`src/rtl/div_ctrl_pkg.sv`:
```
// Shared definitions for the RV32M divide sequencer: funct3 codes, FSM states
// and a conditional two's-complement negate helper.
package div_ctrl_pkg;

  localparam logic [6:0] INST_TYPE_R_M = 7'b0110011;
  localparam logic [2:0] INST_DIV      = 3'b100;
  localparam logic [2:0] INST_DIVU     = 3'b101;
  localparam logic [2:0] INST_REM      = 3'b110;
  localparam logic [2:0] INST_REMU     = 3'b111;

  typedef enum logic [1:0] {
    DIV_IDLE = 2'd0,
    DIV_BUSY = 2'd1,
    DIV_DONE = 2'd2
  } div_state_e;

  function automatic logic [31:0] neg_if(input logic [31:0] v, input logic c);
    return c ? (~v + 32'd1) : v;
  endfunction

endpackage

```
`src/rtl/div_ctrl.sv`:
```
// Multi-cycle restoring divider sequencer for DIV/DIVU/REM/REMU.
// Optional DIV_EARLY_OUT_EN: divide-by-zero and signed overflow skip the BUSY phase.
module div_ctrl
  import div_ctrl_pkg::*;
#(
  parameter int XLEN  = 32,
  parameter int CNT_W = 5
) (
  input  logic            clk,
  input  logic            rst,
  input  logic            start_i,
  input  logic [2:0]      op_i,
  input  logic [XLEN-1:0] dividend_i,
  input  logic [XLEN-1:0] divisor_i,
  input  logic [4:0]      rd_addr_i,
  input  logic            flush_i,
  output logic            busy_o,
  output logic            hold_flag_o,
  output logic            ready_o,
  output logic [XLEN-1:0] result_o,
  output logic [4:0]      rd_addr_o,
  output logic            rd_wen_o
);

  div_state_e state, state_nxt;

  logic [XLEN-1:0]  dvd, dsr, quo, rem, dividend_r;
  logic [CNT_W-1:0] count;
  logic [1:0]       op_r;
  logic [4:0]       rd_r;
  logic             dvd_neg, dsr_neg, dsr_zero, ovf;

  logic start_ok, in_signed, in_dvd_neg, in_dsr_neg, in_zero, in_ovf;
  logic [XLEN:0]    rem_sh, diff;
  logic             take;
  logic [XLEN-1:0]  res;

  assign start_ok   = start_i && op_i[2] && !flush_i;
  assign in_signed  = !op_i[0];
  assign in_dvd_neg = in_signed && dividend_i[XLEN-1];
  assign in_dsr_neg = in_signed && divisor_i[XLEN-1];
  assign in_zero    = (divisor_i == '0);
  assign in_ovf     = in_signed && (dividend_i == {1'b1, {(XLEN-1){1'b0}}})
                      && (divisor_i == '1);

  // Partial remainder is kept one bit wider so divisors above 2^31 compare correctly.
  assign rem_sh = {rem, dvd[XLEN-1]};
  assign diff   = rem_sh - {1'b0, dsr};
  assign take   = !diff[XLEN];

  always_ff @(posedge clk) begin
    if (rst) state <= DIV_IDLE;
    else     state <= state_nxt;
  end

  always_comb begin
    state_nxt   = state;
    hold_flag_o = 1'b0;
    case (state)
      DIV_IDLE: begin
        if (start_ok) begin
          hold_flag_o = 1'b1;
`ifdef DIV_EARLY_OUT_EN
          state_nxt = (in_zero || in_ovf) ? DIV_DONE : DIV_BUSY;
`else
          state_nxt = DIV_BUSY;
`endif
        end
      end
      DIV_BUSY: begin
        hold_flag_o = 1'b1;
        if (flush_i)          state_nxt = DIV_IDLE;
        else if (count == '1) state_nxt = DIV_DONE;
      end
      DIV_DONE: state_nxt = DIV_IDLE;
      default:  state_nxt = DIV_IDLE;
    endcase
  end

  always_ff @(posedge clk) begin
    if (rst) begin
      dvd        <= '0;
      dsr        <= '0;
      quo        <= '0;
      rem        <= '0;
      dividend_r <= '0;
      count      <= '0;
      op_r       <= '0;
      rd_r       <= '0;
      dvd_neg    <= 1'b0;
      dsr_neg    <= 1'b0;
      dsr_zero   <= 1'b0;
      ovf        <= 1'b0;
    end else begin
      case (state)
        DIV_IDLE: begin
          if (start_ok) begin
            op_r       <= op_i[1:0];
            rd_r       <= rd_addr_i;
            dvd_neg    <= in_dvd_neg;
            dsr_neg    <= in_dsr_neg;
            dsr_zero   <= in_zero;
            ovf        <= in_ovf;
            dividend_r <= dividend_i;
            dvd        <= neg_if(dividend_i, in_dvd_neg);
            dsr        <= neg_if(divisor_i, in_dsr_neg);
            quo        <= '0;
            rem        <= '0;
            count      <= '0;
          end
        end
        DIV_BUSY: begin
          if (!flush_i) begin
            dvd   <= {dvd[XLEN-2:0], 1'b0};
            rem   <= take ? diff[XLEN-1:0] : rem_sh[XLEN-1:0];
            quo   <= {quo[XLEN-2:0], take};
            count <= count + CNT_W'(1);
          end
        end
        default: ;
      endcase
    end
  end

  always_comb begin
    if (dsr_zero)     res = op_r[1] ? dividend_r : '1;
    else if (ovf)     res = op_r[1] ? '0 : {1'b1, {(XLEN-1){1'b0}}};
    else if (op_r[1]) res = neg_if(rem, dvd_neg);
    else              res = neg_if(quo, dvd_neg ^ dsr_neg);
  end

  assign busy_o    = (state != DIV_IDLE);
  assign ready_o   = (state == DIV_DONE);
  assign rd_wen_o  = ready_o;
  assign result_o  = ready_o ? res : '0;
  assign rd_addr_o = ready_o ? rd_r : '0;

endmodule

```
`config.mk`:
```
export PLATFORM = sky130hd
export DESIGN_NAME = div_ctrl
export DESIGN_NICKNAME = d
export VERILOG_FILES = /design/src/rtl/div_ctrl_pkg.sv /design/src/rtl/div_ctrl.sv
export SDC_FILE = /design/constraint.sdc
export NUM_CORES = 1
export LEC_CHECK = 0
export ABC_AREA = 1
export CAP_MARGIN = 25
export CELL_PAD_IN_SITES_DETAIL_PLACEMENT = 0
export CELL_PAD_IN_SITES_GLOBAL_PLACEMENT = 1
export CORE_MARGIN = 5
export CORE_UTILIZATION = 40
export DETAILED_ROUTE_END_ITERATION = 10
export HOLD_SLACK_MARGIN = 0.03
export PLACE_DENSITY_LB_ADDON = 0.1
export SLEW_MARGIN = 20
export SYNTH_ARGS = -nofsm -noshare
export SYNTH_HDL_FRONTEND = slang
export SYNTH_SLANG_ARGS = --single-unit
export TNS_END_PERCENT = 100
```
`constraint.sdc`:
```
create_clock -name clk -period 2.73 [get_ports clk]
set_clock_uncertainty 0.2 [all_clocks]
set_input_delay 0.546 -clock clk [delete_from_list [all_inputs] [get_ports clk]]
set_output_delay 0.546 -clock clk [all_outputs]
set_load 0.01 [all_outputs]
```
# ---- Yosys cells after proc, flatten, opt, wreduce, memory -nomap -nowiden
# Cells that the tools add are included.
dict set report classes {
  mux 29
  shift 0
  multipliers 0
  n_addsub 6
  n_lt_le_gt_ge 0
  div_mod_pow 0
  n_bitwise 5
  n_eq_ne 8
  n_reduce_logical 16
}
# cell n
set ops {}
lappend ops {{32-bit two-way mux} 16}
lappend ops {{32-bit case mux with 2 select lines} 3}
lappend ops {{32-bit by 1-bit adder with 32-bit output, second input constant} 4}
lappend ops {{32-bit NOT} 4}
lappend ops {{32-bit equality test, second input constant} 2}
lappend ops {{33-bit by 32-bit subtractor with 33-bit output} 1}
lappend ops {{32-bit zero test} 1}
lappend ops {{5-bit two-way mux} 3}
lappend ops {{5-bit case mux with 2 select lines} 1}
lappend ops {{1-bit logical AND} 6}
lappend ops {{2-bit two-way mux} 3}
lappend ops {{5-bit by 1-bit adder with 5-bit output, second input constant} 1}
lappend ops {{5-bit equality test, second input constant} 1}
lappend ops {{2-bit inequality test, second input constant} 2}
lappend ops {{2-bit case mux with 2 select lines} 1}
lappend ops {{2-bit AND reduction} 2}
lappend ops {{2-bit nonzero test} 2}
lappend ops {{1-bit zero test} 3}
lappend ops {{3-bit inequality test, second input constant} 1}
lappend ops {{3-bit AND reduction} 1}
lappend ops {{2-bit by 1-bit equality test with 1-bit output, second input constant} 1}
lappend ops {{2-bit equality test, second input constant} 1}
lappend ops {{2-bit zero test} 1}
lappend ops {{1-bit case mux with 2 select lines} 1}
lappend ops {{other kinds (2)} 2}
dict set report totals {
  regBits 178
  mem_bits_rw 0
  memories 0
  inputBits 76
  latch_bits 0
  out_inout_bits 41
  rom_bits 0
}

# ---- Depth between registers and ports, before layout
dict set report depth {
  depth_word 7
  mapped_depth 18
}

# ---- Worst setup path before layout
# Ideal clock, no wire load.
dict set report synth_timing {
  kind {register -> output}
  start {reg rem[0]}
  end {out result_o[28]}
  arrival_time_ps 1794
  path_stages_with_launch 11
  t_required_ps 1984
  setup_slack_ps 190
  path_cell_list {dfxtp_1 inv_1 ha_1 nand3_1 o21ai_2 nand3_2 nor2_1 nand4_1 nand3_1 nand3_1 a21oi_1}
}
dict set report synth_via {
  elab_chain_len 7
}
# item line_no
set synth_rtl {}
lappend synth_rtl {{start, declared} div_ctrl.sv:27} ;# logic [XLEN-1:0] dvd, dsr, quo, rem, dividend_r;
lappend synth_rtl {{start signal, assigned} div_ctrl.sv:115} ;# rem <= take ? diff[XLEN-1:0] : rem_sh[XLEN-1:0];
lappend synth_rtl {{32-bit NOT} div_ctrl_pkg.sv:18} ;# return c ? (~v + 32'd1) : v;
lappend synth_rtl {{32-bit by 1-bit adder with 32-bit output} div_ctrl_pkg.sv:18}
lappend synth_rtl {{32-bit two-way mux} div_ctrl_pkg.sv:18}
lappend synth_rtl {{32-bit two-way mux} div_ctrl.sv:128} ;# else if (op_r[1]) res = neg_if(rem, dvd_neg);
lappend synth_rtl {{32-bit two-way mux} div_ctrl.sv:127} ;# else if (ovf) res = op_r[1] ? '0 : {1'b1, {(XLEN-1){1'b0}}};
lappend synth_rtl {{32-bit two-way mux} div_ctrl.sv:126} ;# if (dsr_zero) res = op_r[1] ? dividend_r : '1;
lappend synth_rtl {{32-bit two-way mux} div_ctrl.sv:135} ;# assign result_o = ready_o ? res : '0;
lappend synth_rtl {{end, declared} div_ctrl.sv:20} ;# output logic [XLEN-1:0] result_o,
# No other way between the ends.

# ---- Worst setup path in the final report
dict set report layout_timing {
  start {reg quo[1]}
  end {out result_o[17]}
}
dict set report layout_via {
  elab_chain_len 7
}
# item line_no
set layout_rtl {}
lappend layout_rtl {{start, declared} div_ctrl.sv:27}
lappend layout_rtl {{start signal, assigned} div_ctrl.sv:116} ;# quo <= {quo[XLEN-2:0], take};
lappend layout_rtl {{32-bit NOT} div_ctrl_pkg.sv:18}
lappend layout_rtl {{32-bit by 1-bit adder with 32-bit output} div_ctrl_pkg.sv:18}
lappend layout_rtl {{32-bit two-way mux} div_ctrl_pkg.sv:18}
lappend layout_rtl {{32-bit two-way mux} div_ctrl.sv:128}
lappend layout_rtl {{32-bit two-way mux} div_ctrl.sv:127}
lappend layout_rtl {{32-bit two-way mux} div_ctrl.sv:126}
lappend layout_rtl {{32-bit two-way mux} div_ctrl.sv:135}
# No other way between the ends.

==> impl_results.md <==
* Post-synthesis async set-or-reset flop share at 0%
* FF/Latch Area at ~3600 µm²
* Place WS at -388.4 ps
* CTS tree: done
* HPWL after DPL at 40.66 mm
* CP endpoint: result_o[17]
* Sequential-to-total area share from yosys stat at between 20% and 30%
* Most frequent cells in the layout: nand2_1 (525), inv_1 (294), buf_4 (258), a21oi_1 (236), nand3_1 (216)
* Worst slew pin tran at about 740 ps
* Clock Sinks at 177
* Synth Instances at roughly 2,300
* First-pass GRT wire length at roughly 82 mm
* Worst EP arrival at between 2000 and 2500 ps
* Total Routing Usage GR at a little over a quarter
* Maximum VDD drop at approximately 0.00043 V
* Mapped Nets at between 2,000 and 2,500
* I/O Pins at 117
* Max Fclk at between 300 and 400 MHz
* Tcrit/Tclk final at 111.9%
* Final setup viols at 29
* Total Power at between 7000 and 8000 µW
* Top FF cell, synth: dfxtp_1
* # DRC at 0
* Avg Cell Area, Syn at 5.920 µm²
* Leak pwr at just under 0.009 µW
* Worst min path class: register to register
* R2R Path End: rem[31]
* Initial antenna violation count at 0
* Post-synth EDFFs at 0
* R2R depth at 15
* Row count at between 60 and 70
* Worst-path cell chain: inv_2 -> buf_6 -> nand3_4 -> nor3_4 -> nand2_2 -> o21ai_2 -> buf_4 -> nor2_1 -> o211ai_1 -> a21oi_2 -> buf_2
* Largest net degree at the start of global routing at 64
* Worst-Skew Late Latency at roughly 440 ps
* Share of cells above drive strength 1 at around a fifth
* Max Buffers Root-to-Sink at 2
* Max-cap violations at 0
* Per-cell routed wire length at 16.84 µm
* Finished Core Util at a little under three fifths
* Clock transition at path regs at around 70 ps
* Relative slew slack at about 50%
* Clock buffer count from CTS at 17
* Gr ovfl total at 0
* Worst EP required at just under 2000 ps
* Failing checks: setup timing
* Netlist cell types at 48
* # nets final at 2,765
* Setup slack, reg-to-reg at between 100 and 150 ps
* FF+latch count, synth at about 180
* Area of the mapped netlist at around 14,000 µm²
* Detailed Routing Iterations Pass 1 at 6
* Placer Congestion at about 0.96
* Initial Util at about two fifths
* Min cycle time layout at 3055 ps
* Number of global-route vias before repair at between 15,000 and 20,000
* CP peak stage delay at between 300 and 400 ps
* Initial DRC count at ~1,200
* Max-slew violation count at 0
* Final hold viol count at 0
* Clock root cell: clkbuf_16
* CP Launch Point: quo[1]
* WS Path Type: register to primary output
* Status: complete, but fails checks
* Port bufs at about 120
* Fill cell count at roughly 3,400
* Detail Route Antenna Nets at 0
* Fin area at around 19,000 µm²
* Area Growth Syn to Fin at 35.68%
* Area taken by multi-input logic gates at 9119 µm²
* Crit path capture type: primary output
* Routed wire length at approximately 52 mm
* Hold-fix buffers, CTS at 0
* Commonest non-fill, non-tap cell in the layout: nand2_1
* Crit Path Max Fanout at 3
* Vias/cell at around 5.3
* Die Y at 195.3 µm
* Antenna cells at 0
* Depth of the CTS H-tree at 4
* Die W at just under 200 µm
* Synthesis warning total at 0
* Vias at 16,540
* Unrepaired setup endpoints after global routing: true
* Setup slack after layout at -325.4 ps
* Pwr Density at approximately 400 nW/µm²
* Core ar. at 33,700 µm²
* Hold slack final at 252.8 ps
* Area post-placement at between 15,000 and 20,000 µm²
* Die area at 38,160 µm²
* Reg2reg start: dsr[18]
* Worst-path cell with the longest stage delay: o211ai_1
* Kind of start point of the critical path: register
==> sequential cells by signal, summed over array words and instances, names as in the netlist <==
| name | cells |
|---|---|
| quo | 32 |
| count | 5 |
| ovf | 1 |
| dividend_r | 32 |
| dvd_neg | 1 |
| dsr_neg | 1 |
| rd_r | 5 |
| dvd | 32 |
| dsr_zero | 1 |
| rem | 32 |
| dsr | 32 |
| op_r | 1 |
| state | 2 |
==> routing by layer <==
layer | GRT usage, % | share of wire, %
met5 | 0 | 0
met2 | 42.37 | 45
met1 | 36.64 | 46
met4 | 8.999 | 3.1
met3 | 3.378 | 5.5
==> cell type report <==
type                       instances  share of cell area (%)
inverter                         327                   6.705
clock inverter                    13                  0.8054
sequential                       177                   19.07
multi-input combinational       1711                   48.91
timing repair buffer             415                   19.13
clock buffer                      19                   2.376
tap                              448                   3.007
==> report_power, final <==
part | total (µW) | switching (µW) | internal, µW
sequential | 2760 | 61.2 | 2690
clock | 2540 | 1150 | 1390
combinational | 2190 | 1330 | 862
total | 7490 | 2540 | 4950
==> synthesized netlist by cell type (all sizes together), types with 5 or more instances <==
master | number | area (µm²)
inv | 325 | 1220
nand4 | 42 | 262.8
nand2 | 559 | 2158
nand3b | 16 | 120.1
nor2 | 172 | 690.7
o211ai | 15 | 112.6
ha | 39 | 488.0
a21oi | 268 | 1368
o31ai | 5 | 37.54
clkbuf | 64 | 240.2
xor2 | 23 | 201.4
nand3 | 252 | 1286
xnor2 | 11 | 96.34
nor3 | 35 | 200.2
a211oi | 19 | 142.6
dfxtp | 177 | 3543
o21ai | 223 | 1124
buf | 42 | 206.5
==> timing repair <==
action,in CTS,in global routing
buffers inserted,21,13
pin swaps,59,56
resized for setup,248,94
setup endpoints to repair,34,69
==> stage by stage <==
step                      std cells  TNS (ps)
after floorplan                2321         0
after global placement         3049     -8809
after detailed placement       3049    -10550
after CTS                      3098     -7212
after global routing           3110     -9939
final                          3110     -6019
==> worst min path at each step <==
stage / start / end / slack (ps) / depth (start not counted)
2_1_floorplan: dividend_r[0] / dividend_r[0] / 210 / 2
3_3_place_gp: rd_r[0] / rd_r[0] / 240 / 2
3_5_place_dp: dividend_r[0] / dividend_r[0] / 240 / 2
4_1_cts: dividend_r[0] / dividend_r[0] / 250 / 2
5_1_grt: rd_r[0] / rd_r[0] / 280 / 2
6_report: dividend_r[0] / dividend_r[0] / 250 / 2
==> cells by family after synthesis <==
| logic type | synth area share, % |
|---|---|
| buffers and inverters | 12.18 |
| xor gates and xnor gates | 2.167 |
| adders and majority gates | 3.697 |
| AOI/OAI and AO/OA | 21.33 |
| and+or+nand+nor | 34.84 |
| DFF | 25.79 |
==> critical path: cells and delay by family, from the launching register on <==
kind / cells / cell delay (ps)
AOI/OAI and AO/OA: 3 / 640
buffers and inverters: 4 / 480
DFF: 1 / 320
and+or+nand+nor: 4 / 430
Note: power is estimated with default switching activity, not from simulation.
